## src/rtl/id_operand_stage.sv

```systemverilog
// Decode-stage operand resolution: forwarding, long-latency bypass, register
// scoreboard for outstanding long writes, and the ID/EX pipeline register.
module id_operand_stage #(
  parameter int DATA_W   = 32,
  parameter int REG_AW   = 5,
  parameter int NUM_RD   = 2,
  parameter int NUM_FWD  = 2,
  parameter int MAX_LONG = 4
) (
  input  logic                              clk,
  input  logic                              rst,
  input  logic                              id_valid_i,
  input  logic [NUM_RD-1:0]                 id_re_i,
  input  logic [NUM_RD*REG_AW-1:0]          id_raddr_i,
  input  logic [NUM_RD*DATA_W-1:0]          id_imm_i,
  input  logic [NUM_RD*DATA_W-1:0]          rf_rdata_i,
  input  logic                              id_wreg_i,
  input  logic [REG_AW-1:0]                 id_wd_i,
  input  logic                              id_long_i,
  input  logic [NUM_FWD-1:0]                fwd_wreg_i,
  input  logic [NUM_FWD*REG_AW-1:0]         fwd_wd_i,
  input  logic [NUM_FWD*DATA_W-1:0]         fwd_wdata_i,
  input  logic [NUM_FWD-1:0]                fwd_rdy_i,
  input  logic                              lng_done_i,
  input  logic [REG_AW-1:0]                 lng_wd_i,
  input  logic [DATA_W-1:0]                 lng_wdata_i,
  input  logic                              ex_stall_i,
  input  logic                              flush_i,
  output logic                              stallreq_o,
  output logic                              ex_valid_o,
  output logic [NUM_RD*DATA_W-1:0]          ex_opnd_o,
  output logic                              ex_wreg_o,
  output logic [REG_AW-1:0]                 ex_wd_o,
  output logic                              ex_long_o,
  output logic [$clog2(MAX_LONG+1)-1:0]     sb_cnt_o,
  output logic                              sb_err_o
);

  localparam int SB_CW    = $clog2(MAX_LONG + 1);
  localparam int NUM_REGS = 2 ** REG_AW;

  logic [NUM_RD-1:0]        hazard;
  logic [NUM_RD*DATA_W-1:0] opnd_sel;
  logic                     fwd_hit;
  logic [REG_AW-1:0]        ra;
  logic                     long_block;
  logic                     issue;
  logic                     sb_set;
  logic                     sb_clr;

  logic                     ex_valid_q, ex_valid_d;
  logic [NUM_RD*DATA_W-1:0] ex_opnd_q, ex_opnd_d;
  logic                     ex_wreg_q, ex_wreg_d;
  logic [REG_AW-1:0]        ex_wd_q, ex_wd_d;
  logic                     ex_long_q, ex_long_d;
  logic [NUM_REGS-1:0]      busy_q, busy_d;
  logic [SB_CW-1:0]         sb_cnt_q, sb_cnt_d;
  logic                     sb_err_q, sb_err_d;

  // Operand priority: immediate, r0, youngest matching forward stage,
  // completing long result, scoreboard hazard, then register file.
  always_comb begin
    hazard   = '0;
    opnd_sel = '0;
    fwd_hit  = 1'b0;
    ra       = '0;
    for (int p = 0; p < NUM_RD; p++) begin
      ra      = id_raddr_i[p*REG_AW +: REG_AW];
      fwd_hit = 1'b0;
      if (!id_re_i[p]) begin
        opnd_sel[p*DATA_W +: DATA_W] = id_imm_i[p*DATA_W +: DATA_W];
      end else if (ra == '0) begin
        opnd_sel[p*DATA_W +: DATA_W] = '0;
      end else begin
        for (int k = 0; k < NUM_FWD; k++) begin
          if (!fwd_hit && fwd_wreg_i[k] && (fwd_wd_i[k*REG_AW +: REG_AW] == ra)) begin
            fwd_hit = 1'b1;
            if (fwd_rdy_i[k]) begin
              opnd_sel[p*DATA_W +: DATA_W] = fwd_wdata_i[k*DATA_W +: DATA_W];
            end else begin
              hazard[p] = 1'b1;
            end
          end
        end
        if (!fwd_hit) begin
          if (lng_done_i && (lng_wd_i == ra)) begin
            opnd_sel[p*DATA_W +: DATA_W] = lng_wdata_i;
          end else if (busy_q[ra]) begin
            hazard[p] = 1'b1;
          end else begin
            opnd_sel[p*DATA_W +: DATA_W] = rf_rdata_i[p*DATA_W +: DATA_W];
          end
        end
      end
    end
  end

  // WAW and capacity checks deliberately ignore this cycle's completion.
  always_comb begin
    long_block = id_long_i && id_wreg_i &&
                 (busy_q[id_wd_i] || (sb_cnt_q == SB_CW'(MAX_LONG)));
    stallreq_o = id_valid_i && !flush_i && ((|hazard) || long_block);
    issue      = id_valid_i && !stallreq_o && !ex_stall_i && !flush_i;
  end

  always_comb begin
    sb_set   = issue && id_long_i && id_wreg_i && (id_wd_i != '0);
    sb_clr   = lng_done_i && busy_q[lng_wd_i];
    busy_d   = busy_q;
    if (sb_clr) begin
      busy_d[lng_wd_i] = 1'b0;
    end
    if (sb_set) begin
      busy_d[id_wd_i] = 1'b1;
    end
    sb_cnt_d = sb_cnt_q + SB_CW'(sb_set) - SB_CW'(sb_clr);
    sb_err_d = sb_err_q || (lng_done_i && !busy_q[lng_wd_i]);
  end

  // Flush beats a downstream stall; an idle or stalled ID cycle inserts a bubble.
  always_comb begin
    ex_valid_d = ex_valid_q;
    ex_opnd_d  = ex_opnd_q;
    ex_wreg_d  = ex_wreg_q;
    ex_wd_d    = ex_wd_q;
    ex_long_d  = ex_long_q;
    if (flush_i) begin
      ex_valid_d = 1'b0;
      ex_wreg_d  = 1'b0;
      ex_long_d  = 1'b0;
    end else if (!ex_stall_i) begin
      if (issue) begin
        ex_valid_d = 1'b1;
        ex_opnd_d  = opnd_sel;
        ex_wreg_d  = id_wreg_i;
        ex_wd_d    = id_wd_i;
        ex_long_d  = id_long_i;
      end else begin
        ex_valid_d = 1'b0;
        ex_wreg_d  = 1'b0;
      end
    end
  end

  always_ff @(posedge clk or negedge rst) begin
    if (!rst) begin
      ex_valid_q <= 1'b0;
      ex_opnd_q  <= '0;
      ex_wreg_q  <= 1'b0;
      ex_wd_q    <= '0;
      ex_long_q  <= 1'b0;
      busy_q     <= '0;
      sb_cnt_q   <= '0;
      sb_err_q   <= 1'b0;
    end else begin
      ex_valid_q <= ex_valid_d;
      ex_opnd_q  <= ex_opnd_d;
      ex_wreg_q  <= ex_wreg_d;
      ex_wd_q    <= ex_wd_d;
      ex_long_q  <= ex_long_d;
      busy_q     <= busy_d;
      sb_cnt_q   <= sb_cnt_d;
      sb_err_q   <= sb_err_d;
    end
  end

  assign ex_valid_o = ex_valid_q;
  assign ex_opnd_o  = ex_opnd_q;
  assign ex_wreg_o  = ex_wreg_q;
  assign ex_wd_o    = ex_wd_q;
  assign ex_long_o  = ex_long_q;
  assign sb_cnt_o   = sb_cnt_q;
  assign sb_err_o   = sb_err_q;

endmodule

```

## config.mk

```make
export PLATFORM = sky130hd
export DESIGN_NAME = id_operand_stage
export DESIGN_NICKNAME = d
export VERILOG_FILES = /design/src/rtl/id_operand_stage.sv
export SDC_FILE = /design/constraint.sdc
export NUM_CORES = 1
export LEC_CHECK = 0
export ABC_CLOCK_PERIOD_IN_PS = 4750
export CORE_MARGIN = 5
export CORE_UTILIZATION = 40
export DETAILED_ROUTE_END_ITERATION = 10
export HOLD_SLACK_MARGIN = 0.06
export PLACE_DENSITY = 0.72
export SLEW_MARGIN = 20
export SYNTH_ARGS = -nofsm -noshare
export SYNTH_HDL_FRONTEND = slang
export SYNTH_SLANG_ARGS = --single-unit
export TNS_END_PERCENT = 30
```

## constraint.sdc

```tcl
create_clock -name clk -period 4.75 [get_ports clk]
set_clock_uncertainty 0.05 [all_clocks]
set_input_delay 1.425 -clock clk [delete_from_list [all_inputs] [get_ports clk]]
set_output_delay 1.425 -clock clk [all_outputs]
set_load 0.005 [all_outputs]
```

; Word-level counts from Yosys, hierarchy flattened
; Index checks and enable logic that the tools add are counted.
; W data, S select, Z words.
[word_totals]
reg_bits = 108
inputBits = 268
out_inout_bits = 77
wordCells = 136
[classes]
n_addsub = 2
magnitude_cmp = 6
n_eq_ne = 8
mux = 69
n_bitwise = 5
n_reduce_logical = 38
[op_table]
columns = cell, count
row1 = $mux W32, 19
row2 = $mux W1, 44
row3 = $and A32 B32 Y32, 1
row4 = $not A32 Y32, 1
row5 = $or A32 B32 Y32, 1
row6 = $eq A5 B5 Y1, 6
row7 = $lt A5 B6 Y1 const B, 4
row8 = $logic_and A1 B1 Y1, 22
row9 = $bmux W1 S5, 4
row10 = $demux W1 S5, 2
row11 = $ge A5 B1 Y1 const B, 2
row12 = $logic_not A5 Y1, 2
row13 = $logic_not A1 Y1, 6
row14 = $reduce_bool A5 Y1, 1
row15 = $add A3 B1 Y3, 1
row16 = $eq A3 B3 Y1 const B, 1
row17 = $logic_or A1 B1 Y1, 3
row18 = $reduce_and A3 Y1, 1
row19 = $sub A3 B1 Y3, 1
row20 = $ne A2 B1 Y1 const B, 1
row21 = $not A1 Y1, 2
row22 = $reduce_and A2 Y1, 1
row23 = $reduce_bool A2 Y1, 1
row24 = $reduce_or A2 Y1, 1

; Logic depth before layout (Yosys ltp)
; Gate-level depths: netlist of the first run.
[logic_depth]
word_depth = 26
mapped_depth = 17
ltp_nobuf = 13

; Worst setup path after synthesis of the first run
; Ideal clock, no wire load.
[synth_timing]
path_kind = input to register
start = input id_raddr_i[2]
end = register sb_cnt_q[2], in the netlist sb_cnt_o[2]
setup_ns = 0.123
arrival_time_ns = 4.862
t_required_ns = 4.577
path_slack_ns = -0.285
path_stages = 17
n_path_buf = 4
cell_sequence = clkbuf_1 -> xnor2_1 -> nand4_1 -> or2_2 -> buf_2 -> a31o_2 -> a32o_1 -> nor3_1 -> buf_2 -> buf_4 -> o311ai_0 -> ha_1 -> inv_1 -> ha_1 -> fa_1 -> xnor2_1 -> xnor2_1
[synth_between]
elab_chain_cells = 26
word_cells_on_any_way = 37
cone_classes = add/sub: 2 / eq/ne: 3 / mux: 16 / reduce/logical: 16
[synth_rtl]
columns = element, line
row1 = "start, declared", 14  ; input logic [NUM_RD*REG_AW-1:0] id_raddr_i,
row2 = $eq A5 B5 Y1, 76  ; if (!fwd_hit && fwd_wreg_i[k] && (fwd_wd_i[k*REG_AW +: REG_AW] == ra)) begin
row3 = $logic_and A1 B1 Y1, 76
row4 = $mux W1, 76
row5 = $mux W1, 72  ; end else if (ra == '0) begin
row6 = $mux W1, 70  ; if (!id_re_i[p]) begin
row7 = $logic_not A1 Y1, 76
row8 = $logic_and A1 B1 Y1 (2 in series), 76
row9 = $mux W1, 76
row10 = [6 not listed], -
row11 = $logic_or A1 B1 Y1 (*), 102  ; stallreq_o = id_valid_i && !flush_i && ((|hazard) || long_block);
row12 = $logic_and A1 B1 Y1 (*), 102
row13 = $logic_not A1 Y1 (*), 103  ; issue = id_valid_i && !stallreq_o && !ex_stall_i && !flush_i;
row14 = $logic_and A1 B1 Y1 (*) (3 in series), 103
row15 = $logic_and A1 B1 Y1 (*) (3 in series), 107  ; sb_set = issue && id_long_i && id_wreg_i && (id_wd_i != '0);
row16 = $add A3 B1 Y3 (*), 116  ; sb_cnt_d = sb_cnt_q + SB_CW'(sb_set) - SB_CW'(sb_clr);
row17 = $sub A3 B1 Y3 (*), 116
row18 = net sb_cnt_d[2], 57  ; logic [SB_CW-1:0] sb_cnt_q, sb_cnt_d;
row19 = "end signal, assigned", 162  ; sb_cnt_q <= sb_cnt_d;
row20 = "end, declared", 57
; Mark *: on every way through the listed nets, which the timed path passes. The rest lies on a longest branch. The select of a mux whose other input is x is not followed.
; A chain may end at the register's enable or synchronous reset.

; Worst setup path after layout of the first run
[layout_timing]
start = input id_wd_i[1]
end = output stallreq_o
[layout_between]
elab_chain_cells = 6
[layout_rtl]
columns = element, line
row1 = "start, declared", 18  ; input logic [REG_AW-1:0] id_wd_i,
row2 = $bmux W1 S5, 101  ; (busy_q[id_wd_i] || (sb_cnt_q == SB_CW'(MAX_LONG)));
row3 = $mux W1 (implied by the code), 101
row4 = $logic_or A1 B1 Y1, 101
row5 = $logic_and A1 B1 Y1, 100  ; long_block = id_long_i && id_wreg_i &&
row6 = $logic_or A1 B1 Y1, 102
row7 = $logic_and A1 B1 Y1, 102
row8 = "end, declared", 29  ; output logic stallreq_o,
; No other way between the ends. The select of a mux whose other input is x is not followed.

==> results.yml, run 1 <==
global_routing:
  gr-max-usage-layer: "met2"
  grt_antenna_before_repair: 12
  grt_max_degree: 73
  met2_usage: 0.521
  grt_overflow_total: 0
  grt_usage: 0.328
  grt_use_met3: 0.0898
  grt_pass1_wl_um: 67100
  grt_pass1_vias: 10900
  grtUsageMet1: 0.422
yosys:
  avgSynthCellArea_um2: 8.66
  synthCells: 1056
  ys.flop_type: "dfrtp_1"
  ys_types: 65
  synth-edff-count: 0
  synth-seq-cells: 108
  synth.yosys.seq_area_share: 0.295
  yosysWarningCount: 0
  synthArstFlopShare: 1.00
  syn-num-nets: 1327
  syn_area_um2: 9150
floorplanning:
  die_w_um: 161
  core_area_um2: 22600
  initial_core_util: 0.405
  rows: 55
  ios: 345
  die-area_um2: 26000
  chipHeight_um: 161
clock_tree:
  cts_tree: "done"
  cts_made_buffers: 9
  clk_latency_ns: 0.36
  cts_sinks: 108
  clkTransAtPathRegs_ns: 0.07
  cts_root_buf: "clkbuf_16"
  htreeDepth: 3
  cts_max_path_buffers: 2
setup_path:
  end_kind: "output port"
  crit_chain: "buf_4 -> buf_4 -> buf_6 -> mux2i_2 -> o22ai_1 -> o31ai_2 -> a41oi_2 -> a221o_1 -> nor2_4 -> nor3b_2 -> buf_2"
  crit_fanout: 5
  cp-start-kind: "input pin"
  critPathMaxStageDelay_ns: 0.36
  crit_top_cell: "buf_4"
  slowest_stage: "a221o_1"
  criticalPathCategory: "input pin to output port"
  crit_required_ns: 3.27
  cp_data_arrival_time_ns: 3.30
timing:
  fin_crit_ns: 4.78
  rsz0062_at_grt: "yes"
  worstMarginPinSlew_ns: 1.01
  timing.slew.headroom: 0.325
  finalSetupViolCount: 1
  final_max_slew_viol_count: 0
  fin_crit_sh: 1.01
  hold_ws_ns: 0.418
  hold_viol: 0
  fmax_ghz: 0.209
  timing.final.ws_setup_ns: -0.0286
placed_design:
  port_buffers: 344
  placed_area_um2: 13500
  gp_congestion: 0.973
  dp_cells: 1683
  dpl.hpwl_um: 32300
finish:
  drive_gt1_frac: 0.233
  area_growth_pct: 58.2
  nets: 1711
  final_cell_mix: "clkdlybuf4s50_1 (312), nand2_1 (138), buf_4 (126)"
  fin_area_um2: 14500
  seq_area_um2: 2700
  multi_input_area_um2: 6360
  layout_commonest_cell: "clkdlybuf4s50_1"
  stdcell_count: 1738
  fill_cells: 1881
pwr:
  vdd_drop_max_mv: 0.157
  power_mw: 3.76
  seqPwrFrac: 0.343
  power_density_nw_per_um2: 260
  p_clk_frac: 0.218
  power.net_switching_mw: 1.21
  cell_internal_pwr_mw: 2.55
  switching_share: 0.321
  combPwrFrac: 0.438
  leakage_nw: 5.70
routing:
  avgRoutedWirePerCell_um: 26.3
  dr_total_vias: 11100
  drtIter0Drc: 1459
  drtAntennaViolNets: 0
  drc: 0
  drt_pass1_iterations: 6
  via_per_inst: 6.41
  wirelength_um: 45700
job:
  drv_cap: 0
run_status:
  run_status: "finished, violations left"
  violations: "negative setup slack"
worst_hold_path:
  hp-class: "register to register"
## critical path: cells and delay by family
family / cells / cell delay (ns)
AO/OA/AOI/OAI: 4 / 0.95
AND/OR/NAND/NOR: 2 / 0.21
buffers and inverters: 4 / 0.52
multiplexers: 1 / 0.19
## flip-flops by register name (all words and copies together) (netlist names)
signal	flops
ex_wreg_o	1
sb_err_o	1
ex_valid_o	1
ex_wd_o	5
ex_long_o	1
busy_q	32
ex_opnd_o	64
sb_cnt_o	3
## layout make-up
class,count,area share
multi-input combinational,818,0.439
timing repair buffer,490,0.323
sequential,108,0.187
tap,285,0.0246
clock buffer,10,0.0165
clock inverter,6,0.00502
inverter,13,0.00337
antenna,8,0.00138
## synth_stat cells, types with 13 or more instances
library cell  instances  area, um2
a22oi_1              35        263
nor2_1               75        282
xnor2_1              24        210
mux2i_1              33        330
mux2_2               70        788
o31ai_1              25        188
o221ai_1             28        245
dfrtp_1             108       2700
nor3_1               34        170
clkbuf_1             88        330
a221oi_1             27        236
nand3_1              20        100
nand2_1             138        518
inv_1                13       48.8
a221o_1              32        320
o21ai_0              66        330
mux4_2               16        360
a41oi_1              29        254
or4_1                29        218
## final timing paths
check	startpoint	endpoint	slack, ns	cells past startpoint
max reg2reg	busy_q[15]$_DFF_PN0_	sb_cnt_o[2]$_DFF_PN0_	0.87	16
max in group asynchronous	rst	ex_opnd_o[45]$_DFFE_PN0P_	2.67	2
min reg2reg	sb_err_o$_DFF_PN0_	sb_err_o$_DFF_PN0_	0.42	1
min in group asynchronous	rst	busy_q[13]$_DFF_PN0_	1.17	1
min	sb_err_o$_DFF_PN0_	sb_err_o$_DFF_PN0_	0.42	1
max	id_wd_i[1]	stallreq_o	-0.03	11
## per-stage QoR
step	setup slack, ns	util	setup TNS (ns)
floorplan	0.0240	-	0
global placement	-1.00	0.597	-20.27
detailed placement	-0.939	0.597	-22.30
CTS	-0.000517	0.626	-0.000517
global route	-0.0979	0.641	-0.373
finish	-0.0286	0.641	-0.0286
## what timing repair did
| action | in CTS | in global routing |
|---|---|---|
| cloned | 1 | 3 |
| buffers inserted | 25 | 4 |
| pin swaps | 24 | 18 |
| hold endpoints to repair | 0 | 0 |
| hold buffers | 0 | 0 |
| resized for setup | 110 | 50 |
| endpoints found under the setup margin | 2 | 32 |
## cells by family after synthesis
| group | Yosys count | synth area share |
|---|---|---|
| mux | 119 | 0.162 |
| compound gates | 293 | 0.249 |
| flops | 108 | 0.295 |
| buf+inv | 130 | 0.0595 |
| fa+ha+maj | 3 | 0.00492 |
| simple gates | 371 | 0.199 |
| xor+xnor | 32 | 0.0306 |
## power by group through the flow
stage          clock network, mW  logic [mW]  registers (mW)
5_1_grt                    0.871        1.74            1.32
3_3_place_gp                   0        1.55            1.29
6_report                   0.821        1.65            1.29
3_5_place_dp                   0        1.56            1.30
4_1_cts                    0.835        1.60            1.28
2_1_floorplan                  0       0.579            1.29
## per-layer routing
layer / part of all wire / vias to the layer above / wire, um
li1: - / 4858 / -
met1: 0.38 / 5283 / 17300
met2: 0.45 / 827 / 20600
met3: 0.11 / 165 / 5230
met4: 0.052 / 10 / 2390
met5: 0.0015 / - / 68
Note: power is estimated with default switching activity, not from simulation.
==> run 2, diff against run 1 <==
--- a/config.mk
+++ b/config.mk
@@ -8,6 +8,7 @@
 export ABC_CLOCK_PERIOD_IN_PS = 4750
 export CORE_MARGIN = 5
 export CORE_UTILIZATION = 40
+export CTS_CLUSTER_SIZE = 25
 export DETAILED_ROUTE_END_ITERATION = 10
 export HOLD_SLACK_MARGIN = 0.06
 export PLACE_DENSITY = 0.72
==> results of run 2 <==
No change in the layout: final DEF, timing and power equal those of run 1.
